File: config.mk
export PLATFORM = sky130hd
export DESIGN_NAME = program_loader_flat
export DESIGN_NICKNAME = d
export VERILOG_FILES = /design/src/rtl/program_loader_if.sv /design/src/rtl/program_loader.sv /design/src/flat_wrapper.sv
export SDC_FILE = /design/constraint.sdc
export NUM_CORES = 1
export LEC_CHECK = 0
export ABC_AREA = 1
export BUFFER_PORTS_ARGS = -buffer_cell sky130_fd_sc_hd__buf_2
export CORE_MARGIN = 3
export CORE_UTILIZATION = 37
export DETAILED_ROUTE_END_ITERATION = 10
export PLACE_DENSITY_LB_ADDON = 0.12
export SYNTH_ARGS = -nofsm -noshare
export SYNTH_HDL_FRONTEND = slang
export SYNTH_SLANG_ARGS = --single-unit
File: constraint.sdc
create_clock -name clk -period 1.5 [get_ports clk]
set_input_delay 0.225 -clock clk [delete_from_list [all_inputs] [get_ports clk]]
set_output_delay 0.225 -clock clk [all_outputs]
set_load 0.03 [all_outputs]
File: src/rtl/program_loader_if.sv
// Stream and memory-write bus for the program loader.
//   in_valid/in_data/in_ready        : byte stream from the host link
//   ext_mem_wen/addr/data            : write port into the CPU's memory
// master: host side (drives the stream, observes the write port)
// slave : the loader
interface program_loader_if #(
  parameter int ADDR_W = 8,
  parameter int DATA_W = 16
);
  logic              in_valid;
  logic [7:0]        in_data;
  logic              in_ready;
  logic              ext_mem_wen;
  logic [ADDR_W-1:0] ext_mem_addr;
  logic [DATA_W-1:0] ext_mem_data;

  modport master (
    output in_valid, in_data,
    input  in_ready, ext_mem_wen, ext_mem_addr, ext_mem_data
  );

  modport slave (
    input  in_valid, in_data,
    output in_ready, ext_mem_wen, ext_mem_addr, ext_mem_data
  );
endinterface

File: src/rtl/program_loader.sv
// Byte-stream program loader. Receives a frame
//   base address, word count (0 = 256), N x {hi, lo}, XOR checksum
// and writes each word into CPU memory through the external write port,
// holding the CPU while loading and releasing it after a clean load.
// Ports:
//   clk, rst_n  : clock, asynchronous active-low reset
//   start       : one-cycle pulse, begins a load when idle
//   abort       : cancels a load in progress (sets err)
//   bus         : stream handshake + memory write port (slave modport)
//   cpu_hold    : holds the CPU in reset/stall
//   busy        : load in progress
//   done        : one-cycle pulse at end of load
//   err         : sticky checksum/abort error, cleared by next start
module program_loader #(
  parameter int ADDR_W = 8,
  parameter int DATA_W = 16
) (
  input  logic              clk,
  input  logic              rst_n,
  input  logic              start,
  input  logic              abort,
  program_loader_if.slave   bus,
  output logic              cpu_hold,
  output logic              busy,
  output logic              done,
  output logic              err
);

  typedef enum logic [2:0] {
    IDLE, HDR_ADDR, HDR_LEN, DATA_HI, DATA_LO, WRITE, CHECK, DONE
  } state_t;

  state_t            state_q, state_d;
  logic              in_ready_q;
  logic              wen_q;
  logic [ADDR_W-1:0] mem_addr_q;
  logic [DATA_W-1:0] mem_data_q;
  logic [ADDR_W-1:0] addr_q;
  logic [8:0]        cnt_q;
  logic [7:0]        hi_q;
  logic [7:0]        csum_q;
  logic              cpu_hold_q, busy_q, done_q, err_q;
  logic              xfer;
  logic              abort_act;

  assign xfer      = bus.in_valid & in_ready_q;
  assign abort_act = abort & (state_q != IDLE);

  always_comb begin
    state_d = state_q;
    unique case (state_q)
      IDLE:     if (start) state_d = HDR_ADDR;
      HDR_ADDR: if (xfer)  state_d = HDR_LEN;
      HDR_LEN:  if (xfer)  state_d = DATA_HI;
      DATA_HI:  if (xfer)  state_d = DATA_LO;
      DATA_LO:  if (xfer)  state_d = WRITE;
      WRITE:    state_d = (cnt_q == 9'd1) ? CHECK : DATA_HI;
      CHECK:    if (xfer)  state_d = DONE;
      DONE:     state_d = IDLE;
      default:  state_d = IDLE;
    endcase
    if (abort_act) state_d = IDLE;
  end

  always_ff @(posedge clk or negedge rst_n) begin
    if (!rst_n) begin
      state_q    <= IDLE;
      in_ready_q <= 1'b0;
      wen_q      <= 1'b0;
      mem_addr_q <= '0;
      mem_data_q <= '0;
      addr_q     <= '0;
      cnt_q      <= '0;
      hi_q       <= '0;
      csum_q     <= '0;
      cpu_hold_q <= 1'b1;
      busy_q     <= 1'b0;
      done_q     <= 1'b0;
      err_q      <= 1'b0;
    end else begin
      state_q <= state_d;
      // in_ready depends only on state; derive it from the next state so it
      // is already valid in the first cycle of each accepting state.
      in_ready_q <= (state_d inside {HDR_ADDR, HDR_LEN, DATA_HI, DATA_LO, CHECK});
      wen_q      <= 1'b0;
      done_q     <= 1'b0;
      if (abort_act) begin
        err_q      <= 1'b1;
        busy_q     <= 1'b0;
        cpu_hold_q <= 1'b1;
      end else begin
        unique case (state_q)
          IDLE: if (start) begin
            busy_q     <= 1'b1;
            cpu_hold_q <= 1'b1;
            err_q      <= 1'b0;
            csum_q     <= '0;
          end
          HDR_ADDR: if (xfer) addr_q <= ADDR_W'(bus.in_data);
          HDR_LEN:  if (xfer) cnt_q  <= (bus.in_data == 8'd0) ? 9'd256 : {1'b0, bus.in_data};
          DATA_HI: if (xfer) begin
            hi_q   <= bus.in_data;
            csum_q <= csum_q ^ bus.in_data;
          end
          // The strobe is launched here so it is high exactly during WRITE.
          DATA_LO: if (xfer) begin
            wen_q      <= 1'b1;
            mem_addr_q <= addr_q;
            mem_data_q <= DATA_W'({hi_q, bus.in_data});
            csum_q     <= csum_q ^ bus.in_data;
          end
          WRITE: begin
            addr_q <= addr_q + ADDR_W'(1);
            cnt_q  <= cnt_q - 9'd1;
          end
          CHECK: if (xfer) begin
            err_q  <= (bus.in_data != csum_q);
            done_q <= 1'b1;
          end
          DONE: begin
            busy_q     <= 1'b0;
            cpu_hold_q <= err_q;
          end
          default: ;
        endcase
      end
    end
  end

  assign bus.in_ready     = in_ready_q;
  assign bus.ext_mem_wen  = wen_q;
  assign bus.ext_mem_addr = mem_addr_q;
  assign bus.ext_mem_data = mem_data_q;
  assign cpu_hold         = cpu_hold_q;
  assign busy             = busy_q;
  assign done             = done_q;
  assign err              = err_q;

endmodule

File: src/flat_wrapper.sv
// flat-port wrapper written by rule: the top's interface ports become plain ports
module program_loader_flat 
#(
  parameter int ADDR_W = 8,
  parameter int DATA_W = 16
)
  (clk, rst_n, start, abort, cpu_hold, busy, done, err, bus_in_valid, bus_in_data, bus_in_ready, bus_ext_mem_wen, bus_ext_mem_addr, bus_ext_mem_data);
  program_loader_if #(.ADDR_W(ADDR_W), .DATA_W(DATA_W)) bus_i ();
  input  logic clk;
  input  logic rst_n;
  input  logic start;
  input  logic abort;
  output logic cpu_hold;
  output logic busy;
  output logic done;
  output logic err;
  input wire logic [$bits(bus_i.in_valid)-1:0] bus_in_valid;
  input wire logic [$bits(bus_i.in_data)-1:0] bus_in_data;
  output wire logic [$bits(bus_i.in_ready)-1:0] bus_in_ready;
  output wire logic [$bits(bus_i.ext_mem_wen)-1:0] bus_ext_mem_wen;
  output wire logic [$bits(bus_i.ext_mem_addr)-1:0] bus_ext_mem_addr;
  output wire logic [$bits(bus_i.ext_mem_data)-1:0] bus_ext_mem_data;
  assign bus_i.in_valid = bus_in_valid;
  assign bus_i.in_data = bus_in_data;
  assign bus_in_ready = bus_i.in_ready;
  assign bus_ext_mem_wen = bus_i.ext_mem_wen;
  assign bus_ext_mem_addr = bus_i.ext_mem_addr;
  assign bus_ext_mem_data = bus_i.ext_mem_data;
  program_loader #(.ADDR_W(ADDR_W), .DATA_W(DATA_W)) u_core (.clk(clk), .rst_n(rst_n), .start(start), .abort(abort), .bus(bus_i), .cpu_hold(cpu_hold), .busy(busy), .done(done), .err(err));
endmodule
==> results.md <==
- Largest net degree at the start of global routing: 38
- Horiz. Die Dim: 103 um
- CTS tree: built
- DP Area: between 0.003 and 0.004 mm2
- Site row count: 34
- TritonCTS Buffers: 9
- P&R area growth vs syn: 22.5%
- Leak pwr: 2.19 nW
- DP HPWL: 5.76 mm
- Post-route cell area: ~0.0042 mm2
- Multi-input logic area: between 0.0015 and 0.002 mm2
- Fillers: approximately 900
- Initial drt markers: 98
- Synth cell types: 34
- Crit path DAT: ~1.7 ns
- Total design power: approximately 0.0076 W
- H-tree depth: 3
- WHS: between 0.15 and 0.2 ns
- Die span in y: between 100 and 150 um
- Sequential area share after synthesis: between 40% and 50%
- Antenna violations before repair: 0
- GR Util met3: 4.13%
- FFs w/ async S/R, synth: between 90% and 100%
- Critical Path Source: u_core.state_q[1]
- Clock Pin Slew Worst Setup and Hold Paths: roughly 0.070 ns
- Routed wire per std cell: roughly 13 um
- Register area: 0.00166 mm2
- First-pass GRT wire length: 13.5 mm
- Worst vdd ir: about 0.00081 V
- Synth warn: 0
- Cell count of the worst reg-to-reg path: 7
- Vias post-DR: about 2900
- R2R Path Start: u_core.state_q[1]
- Vias in the first global route: approximately 2700
- Global-route track usage on met2: about 25%
- Max cap viols: 0
- Met1 Use GR: a little under a quarter
- Vias per cell: around 4.7
- PwrDens: between 1500 and 2000 mW/mm2
- Core area: just under 0.009 mm2
- Starting Density: 38.9%
- Slew margin rel.: about two thirds
- Nets: around 510
- RSZ-0062 raised after global routing: yes
- Main synth FF type: dfrtp_1
- Clk_lat worst skew: around 0.35 ns
- Setup violators final: 0
- DRT Pass-1 Iters: 4
- Max Clock Skew: roughly 0.0055 ns
- Nature of the critical path endpoint: flip-flop
- Hold WC Path Type: in -> reg
- Antenna cells: 0
- Setup CP Type: reg -> reg
- GRT Total Usage: about 17%
- Final Hold Fails: 0
- Register bit total from synthesis: 66
- Achievable frequency: 705 MHz
- EDFF count, synth: 0
- Total Wirelength: 8.00 mm
- # IOs: 43
- Final ANT Viol Nets: 0
- Reg-to-reg slack, setup: between 0.08 and 0.09 ns
- # port buffers: 42
- Critical path endpoint: u_core.bus.ext_mem_data[6]
- GPL Wtd Cong: between 0.8 and 0.9
- # DRC: 0
- CTS Root Cell: clkbuf_8
- Cells after Synth: 433
- Crit share post-route: 94.6%
- Busiest layer in global routing: met2
- Worst path required time: ~1.7 ns
- Syn nets: ~450
- Reg2reg end: u_core.bus.ext_mem_data[6]
- Mapped cell area: 0.00346 mm2
- Avg Cell Area, Syn: approximately 8.0 um2
- Die area: around 0.011 mm2
- Slew Viols, Final: 0
- Startpoint types: flip-flop
- Crit Path Max Fanout: 37
- Share of cells above drive strength 1: 27.3%
- Min Tclk post-route: 1.42 ns
- Outcome: finished clean
- Worst-margin pin slew: approximately 0.52 ns
- CTS Sinks: 66
- Grt ovf: 0
- Clock buffer depth: 2
through the flow:
step / setup WS, ns / TNS (ns) / std cells / util [%]
2_1_floorplan: 0.0272 / 0 / 433 / -
3_3_place_gp: -0.00102 / -0.00102 / 588 / 43.4
3_5_place_dp: -0.0325 / -0.107 / 588 / 43.4
4_1_cts: 0.0144 / 0 / 606 / 46.3
5_1_grt: -0.0361 / -0.0607 / 610 / 47.6
6_report: 0.0811 / 0 / 610 / 47.6
worst min-delay path by stage:
stage,endpoint,slack (ns),cells after the start,start
final,u_core.busy,0.15,3,start
after global routing,u_core.busy,0.14,3,start
after CTS,u_core.busy,0.12,3,start
after detailed placement,u_core.hi_q[5],0.24,1,rst_n
after global placement,u_core.bus.ext_mem_data[4],0.24,1,rst_n
after floorplan,u_core.addr_q[0],-0.07,0,rst_n
Yosys cell counts, types with 4 or more instances:
library cell | count | area [um2]
buf_2 | 4 | 20.0
inv_2 | 7 | 26.3
dfrtp_1 | 65 | 1630
nor2_1 | 37 | 139
a21oi_1 | 13 | 65.1
nand2_1 | 149 | 559
o21ai_0 | 15 | 75.1
o21ai_2 | 17 | 149
nand3_1 | 18 | 90.1
nor3_1 | 4 | 20.0
o21ai_1 | 16 | 80.1
inv_1 | 42 | 158
nand2_2 | 8 | 50.1
buf_6 | 4 | 45.0
routing by layer:
metal | wire length, um | part of all wire, %
met5 | 0 | 0
met3 | 364 | 4.6
met1 | 3950 | 49
met2 | 3600 | 45
met4 | 83 | 1.0
cell usage in the layout (no fill, tap or decap), types with 2 or more instances in the layout:
cell type,synthesis,layout
nand2_1,149,147
dfrtp_1,65,63
buf_2,4,42
inv_1,42,41
nor2_1,37,34
nand3_1,18,18
o21ai_2,17,17
o21ai_1,16,17
o21ai_0,15,14
buf_4,1,14
a21oi_1,13,13
clkbuf_8,0,9
nand2_2,8,8
inv_2,7,5
nor2_2,2,5
buf_12,1,5
nand2_4,3,4
inv_4,1,3
a21oi_2,3,3
xnor2_1,3,3
nor3_1,4,3
nand4_1,3,3
clkinvlp_4,0,3
nor2_4,2,2
xor2_1,2,2
a31oi_1,2,2
bufinv_16,0,2
dfrtp_2,0,2
power breakdown:
part | internal, W | total [W] | switching, W
clock network | 0.000938 | 0.00167 | 0.000730
logic | 0.00115 | 0.00306 | 0.00191
registers | 0.00238 | 0.00285 | 0.000477
total | 0.00446 | 0.00758 | 0.00312
critical path, stage by stage, from the launching register on:
cell and delay, ns:
dfrtp_2 0.46, nor2_4 0.17, nand2_2 0.11, nor3_4 0.19, inv_2 0.07, buf_12 0.17, nand2_1 0.09, o21ai_2 0.05
registers in the layout (all words and copies together), names as in the netlist:
name,cells
u_core.addr_q,8
u_core.bus.ext_mem_addr,8
u_core.bus.ext_mem_data,16
u_core.bus.ext_mem_wen,1
u_core.bus.in_ready,1
u_core.busy,1
u_core.cnt_q,9
u_core.cpu_hold,1
u_core.csum_q,8
u_core.done,1
u_core.err,1
u_core.hi_q,8
u_core.state_q,3
layout make-up:
class / instances / area share (%)
multi-input cells: 307 / 37.2
clock inverters: 6 / 2.16
well taps: 108 / 3.19
flip-flops and latches: 66 / 39.1
repair buffers: 63 / 10.6
inverters: 50 / 4.78
clock buffers: 10 / 3.01
cells by family (layout without fill, tap and decap cells):
group,count (synthesis),count (layout),share of synthesized area [%]
compound gates,69,69,12.8
xor+xnor,5,5,1.27
fa+ha+maj,3,3,1.09
buf+inv,60,129,8.18
flops,66,66,47.8
simple gates,230,230,28.8
timing repair:
item / 4_1_cts / 5_1_grt
setup endpoints to repair: 8 / 39
cloned: 0 / 1
setup buffers: 1 / 3
hold buffers: 1 / 0
gates resized for setup: 2 / 19
pin swaps: 1 / 2
hold endpoints to repair: 15 / 0
(Power assumes the default switching activity.)
